===== src/rtl/operand_loader.sv =====
// Operand entry front end: sync + debounce two bouncy keys, FSM latches sw into a then b.
// Press updates outputs on edge DEBOUNCE_CYCLES+2 after the key goes low; no backpressure, outputs are registered.
module operand_loader #(
   parameter int unsigned DEBOUNCE_CYCLES = 500000
) (
   input  logic       clk,
   input  logic       rst_n,
   input  logic [3:0] sw,
   input  logic       key_load_n,
   input  logic       key_clr_n,
   output logic [3:0] a,
   output logic [3:0] b,
   output logic       valid,
   output logic [1:0] phase
);

   localparam int unsigned CW = $clog2(DEBOUNCE_CYCLES + 1);
   localparam int unsigned KEY_LOAD = 0;
   localparam int unsigned KEY_CLR  = 1;

   typedef enum logic [1:0] {
      LOAD_A = 2'b00,
      LOAD_B = 2'b01,
      READY  = 2'b10
   } phase_t;

   logic [1:0] key_meta;
   logic [1:0] key_sync;
   logic [3:0] sw_meta;
   logic [3:0] sw_sync;
   logic [1:0] key_press;
   phase_t     state;

   always_ff @(posedge clk or negedge rst_n) begin
      if (!rst_n) begin
         key_meta <= 2'b11;
         key_sync <= 2'b11;
         sw_meta  <= 4'd0;
         sw_sync  <= 4'd0;
      end else begin
         key_meta <= {key_clr_n, key_load_n};
         key_sync <= key_meta;
         sw_meta  <= sw;
         sw_sync  <= sw_meta;
      end
   end

   // The press strobe is taken from the flip decision itself so the FSM
   // moves on the same edge as the debounced level.
   for (genvar k = 0; k < 2; k++) begin : g_deb
      logic          level;
      logic [CW-1:0] cnt;
      logic          differ;
      logic          expire;

      assign differ       = key_sync[k] != level;
      assign expire       = differ && (cnt == CW'(DEBOUNCE_CYCLES - 1));
      assign key_press[k] = expire && level;

      always_ff @(posedge clk or negedge rst_n) begin
         if (!rst_n) begin
            level <= 1'b1;
            cnt   <= '0;
         end else if (!differ) begin
            cnt <= '0;
         end else if (expire) begin
            level <= ~level;
            cnt   <= '0;
         end else begin
            cnt <= cnt + CW'(1);
         end
      end
   end

   always_ff @(posedge clk or negedge rst_n) begin
      if (!rst_n) begin
         state <= LOAD_A;
         a     <= 4'd0;
         b     <= 4'd0;
         valid <= 1'b0;
      end else if (key_press[KEY_CLR]) begin
         state <= LOAD_A;
         a     <= 4'd0;
         b     <= 4'd0;
         valid <= 1'b0;
      end else if (key_press[KEY_LOAD]) begin
         case (state)
            LOAD_A: begin
               a     <= sw_sync;
               valid <= 1'b0;
               state <= LOAD_B;
            end
            LOAD_B: begin
               b     <= sw_sync;
               valid <= 1'b1;
               state <= READY;
            end
            READY: begin
               a     <= sw_sync;
               valid <= 1'b0;
               state <= LOAD_B;
            end
            default: begin
               state <= LOAD_A;
               valid <= 1'b0;
            end
         endcase
      end
   end

   assign phase = state;

endmodule

===== config.mk =====
export PLATFORM = sky130hd
export DESIGN_NAME = operand_loader
export DESIGN_NICKNAME = d
export VERILOG_FILES = /design/src/rtl/operand_loader.sv
export SDC_FILE = /design/constraint.sdc
export NUM_CORES = 1
export LEC_CHECK = 0
export CAP_MARGIN = 20
export CORE_AREA = 8 8 81 83
export DETAILED_ROUTE_END_ITERATION = 10
export DIE_AREA = 0 0 89 91
export GPL_TIMING_DRIVEN = 0
export PLACE_DENSITY = 0.7
export REMOVE_ABC_BUFFERS = 1
export SYNTH_ARGS = -nofsm -noshare
export SYNTH_HDL_FRONTEND = slang
export SYNTH_SLANG_ARGS = --single-unit

===== constraint.sdc =====
create_clock -name clk -period 2 [get_ports clk]
set_input_delay 0.4 -clock clk [delete_from_list [all_inputs] [get_ports clk]]
set_output_delay 0.4 -clock clk [all_outputs]
set_load 0.1 [all_outputs]

# --- Word-level counts from Yosys, hierarchy flattened ---
# Cells that the tools add are included.
word_totals:
  elab_cells: 51
  ff_bits: 63
  in_bits: 8
  out_inout_bits: 11
classes:
  n_bitwise: 2
  muxes: 16
  n_reduce_logical: 13
  eq_ne: 6
  add_sub_neg: 2
op_table:
  columns: ["cell", "n"]
  rows:
  - ["19-bit 2-to-1 mux", 4]
  - ["19-bit by 1-bit adder with 19-bit output (second input constant)", 2]
  - ["19-bit == test (second input constant)", 2]
  - ["4-bit 2-to-1 mux", 6]
  - ["2-bit AND reduction", 4]
  - ["2-bit nonzero test", 3]
  - ["1-bit logical AND", 4]
  - ["2-bit 2-to-1 mux", 2]
  - ["2-bit case mux with 2 select lines", 1]
  - ["1-bit 2-to-1 mux", 3]
  - ["2-bit by 1-bit == test with 1-bit output (second input constant)", 1]
  - ["2-bit == test (second input constant)", 1]
  - ["2-bit zero test", 1]
  - ["1-bit inequality test", 2]
  - ["1-bit NOT", 2]
  - ["2-bit OR reduction", 1]

# --- Logic depth before layout (Yosys ltp) ---
logic_depth:
  depth_word: 5
  depth_mapped: 6
  ltp_nobuf: 5

# --- Least setup slack after synthesis ---
# OpenSTA, ideal clock, no wires.
synth_timing:
  kind: "register -> register"
  start: "reg state[0] (netlist: phase[0])"
  end: "reg b[0]"
  arrival_time_ns: 1.723
  setup_time_ns: 0.078
  slack_ns: 0.199
  path_buffers: 0
  stages_incl_launch_ff: 5
  cell_sequence: "dfrtp_1 > nor4bb_1 > and3_1 > nand3_1 > a21oi_1"
synth_via:
  elab_chain_cells: 3
synth_lines:
  columns: ["element", "line_no", "rtl"]
  rows:
  - ["start, declared", "32", "phase_t state;"]
  - ["start signal, assigned", "77", "state <= LOAD_A;"]
  - ["start signal, assigned", "82", "state <= LOAD_A;"]
  - ["start signal, assigned", "91", "state <= LOAD_B;"]
  - ["2-bit by 1-bit == test with 1-bit output", "87", "case (state)"]
  - ["2-bit nonzero test (no line)", null, null]
  - ["2-bit AND reduction (no line)", null, null]
  - ["end signal, assigned", "94", "b <= sw_sync;"]
  - ["end, declared", "12", "output logic [3:0] b,"]
# No other way between the ends.
# A chain may end at the register's enable or synchronous reset.

# --- Worst setup path in the final report ---
layout_timing:
  start: "reg b[3]"
  end: "out b[3]"
# No word-level cell between the ends.

==> metrics.md <==
| Metric | Value |
|---|---|
| CP arrival | `between 1.5 and 2 ns` |
| Sequential Area | `0.001584 mm^2` |
| P per Cell Area | `756.3 mW/mm^2` |
| TritonCTS clock tree | `done` |
| Worst R2R End | `g_deb[0].cnt[18]` |
| Synth Flop Type | `dfrtp_1` |
| Max clock buf depth | `2` |
| 1st-iter DRT viols | `73` |
| FF-to-FF path depth | `5` |
| Critical Path End Type | `output pin` |
| Post-DP HPWL | `between 3 and 4 mm` |
| VDD IR-drop max | `0.3791 mV` |
| Slowest stage cell, crit path | `dlygate4sd2_1` |
| Status | `completed` |
| Area taken by multi-input logic gates | `around 0.0012 mm^2` |
| Initial Util | `0.5291` |
| Antenna cells | `0` |
| Crit path required time | `1.60 ns` |
| Post-synth top area share | `0.5051` |
| Largest net degree at the start of global routing | `40` |
| Post-synthesis cell type count | `33` |
| Mapped cell area | `0.002824 mm^2` |
| First-pass GRT wire length | `9.528 mm` |
| Fmax | `between 500 and 600 MHz` |
| Number of I/O pins | `19` |
| RSZ-0062 raised after global routing | `false` |
| Reg2reg setup slack | `around 0.15 ns` |
| R2r startpoint | `g_deb[0].cnt[0]` |
| Fin crit share | `0.9731` |
| Max FO, Critical Path | `2` |
| Max_slew headroom | `0.3628` |
| Count leader, synth | `dfrtp_1` |
| Top post-synthesis cells by count | `57 x dfrtp_1, 27 x nor2_1, 24 x nand3_1` |
| Initial antenna violation count | `0` |
| Hold_buf cts | `0` |
| CP cell instances | `dlygate4sd2_1` |
| Worst hold path class | `in2async` |
| Synth top area cells | `dfrtp_1 51%, dfstp_2 5.6%, nand3_1 4.3%` |
| Ys Warns | `0` |
| Crit start category | `register` |
| Worst path buffer plus inverter count | `1` |
| Max-cap viol count | `0` |
| Sum Neg Setup Slack | `0 ns` |
| GP Congestion | `0.7599` |
| Final Critical Period | `1.946 ns` |
| H-tree levels | `3` |
| Layout cells sized above 1 | `0.1140` |
| Asr flop ratio synth | `1.000` |
| Rows | `27` |
| Final hold violation count | `0` |
| Synth Area per Inst | `10.19 um^2` |
| DR vias/cell | `5.657` |
| Gr ovfl total | `0` |
| Root buf cell | `clkbuf_8` |
| Buffers on Ports | `18` |
| Height of the die | `91 um` |
| # nets final | `312` |
| Core ar. | `0.005338 mm^2` |
| ANT nets after route | `0` |
| Post-synth top area cell | `dfrtp_1` |
| Worst skew pair latency | `0.34 ns` |
| Design Area, Final | `0.003331 mm^2` |
| Pre-antenna DRT Iters | `4` |
| DRC Markers | `0` |
| Setup CP Type | `reg2out` |
| Via count | `2144` |
| DP Area | `0.003108 mm^2` |
| DIE WIDTH | `89 um` |
| Setup violators final | `0` |
| Vias in the first global route | `2100` |
| Final slew viol count | `0` |
| Fin Clk Skew | `0.01122 ns` |
| Sink count of the clock tree | `63` |
| P&R area growth vs syn | `17.94%` |
| CTS buffer count | `9` |
| EDFF count, synth | `0` |
| LEAKAGE | `around 1.4 nW` |
| Filler cells | `480` |
| Measured slew at the worst slew-check pin | `approximately 0.96 ns` |
| Clk slew on worst S/H paths | `roughly 0.07 ns` |
| Seq/Total Area, Yosys | `0.5609` |
| Die Area | `0.008099 mm^2` |
| Syn Inst Count | `277` |
| Seq cells post-synth | `63` |
| Largest stage delay on the critical path | `0.85 ns` |
| Wire per inst | `14.45 um` |
| Routed Wire Length | `5.476 mm` |
| Global Route Usage Sum | `0.1502` |
| Top cell family by delay on the critical path | `buffers and inverters` |
worst max path at each step:
stage,from,to,slack (ns),cells past startpoint
final,b[3],b[3],0.05,1
after CTS,a[0],a[0],0.03,1
after floorplan,g_deb[1].cnt[14],a[0],0.007,4
after detailed placement,g_deb[0].cnt[11],g_deb[0].cnt[18],-0.26,5
after global placement,rst_n,sw_meta[1],-1.46,1
after global routing,phase[1],phase[1],0.004,1
cell families after synthesis:
kind of cell	share of synthesized area
multiplexers	0.007975
AND/OR/NAND/NOR	0.2379
adder cells (fa/ha/maj)	0.008860
flip-flops	0.5609
AO/OA/AOI/OAI	0.09305
XOR/XNOR	0.07133
buffers and inverters	0.01994
cells in the final DEF (no fill, tap or decap), drive strengths merged:
master and n:
nor3b 1, dfstp 6, dlygate4sd2 7, bufinv 1
nor4b 2, and4 8, o31ai 4, buf 6
a21oi 23, dfrtp 57, nand4b 1, inv 5
or4 4, a21boi 1, clkinv 3, mux2 2
o21ai 22, nor3 4, clkdlybuf4s15 4, nand2b 1
nor2 27, and3 4, or3 10, and2 2
xnor2 12, ha 2, nand4 11, nor4bb 1
nor2b 2, clkdlybuf4s50 6, nor4 5, clkbuf 12
nand3 24, xor2 11, nand2 16
what timing repair did:
action | in CTS | in global routing
cloned | 0 | 0
gates resized for setup | 16 | 4
setup endpoints to repair | 39 | 4
pin swaps | 1 | 0
buffers inserted | 1 | 0
layout make-up:
class | count | share of cell area
Sequential cell | 63 | 0.4756
Tap cell | 72 | 0.02705
Timing Repair Buffer | 23 | 0.06762
Multi-Input combinational cell | 200 | 0.3640
Clock inverter | 4 | 0.01352
Clock buffer | 12 | 0.04658
Inverter | 5 | 0.005635
through the flow:
stage               hold WS [ns]  std cells  worst slack (ns)    util  power, W
global placement          0.3326        358            -1.463  0.5727  0.001412
detailed placement        0.3347        362           -0.2646  0.5823  0.001422
floorplan                 0.1044        268          0.006581       -  0.001363
CTS                      0.06537        379           0.02506  0.6219  0.002544
global route              0.1020        379          0.004241  0.6240  0.002611
finish                   0.05951        379           0.05374  0.6240  0.002519
power by group:
part / switching (W) / leakage, nW / total, W / internal, W
logic: 0.0000492 / 0.429 / 0.0000814 / 0.0000321
registers: 0.0000183 / 0.836 / 0.00132 / 0.00130
clock network: 0.000482 / 0.106 / 0.00112 / 0.000638
state kept, by name, summed over array words and instances, names as in the netlist:
name,count
valid,1
key_sync,2
key_meta,2
sw_meta,4
g_deb.cnt,38
sw_sync,4
phase,2
a,4
b,4
g_deb.level,2
metal layers:
metal	vias up	track usage	wire, um
li1	1046	-	-
met1	1053	0.1739	2399
met2	35	0.2492	2760
met3	10	0.03784	211
met4	0	0.07490	104
met5	-	0	0
(Power assumes the default switching activity.)
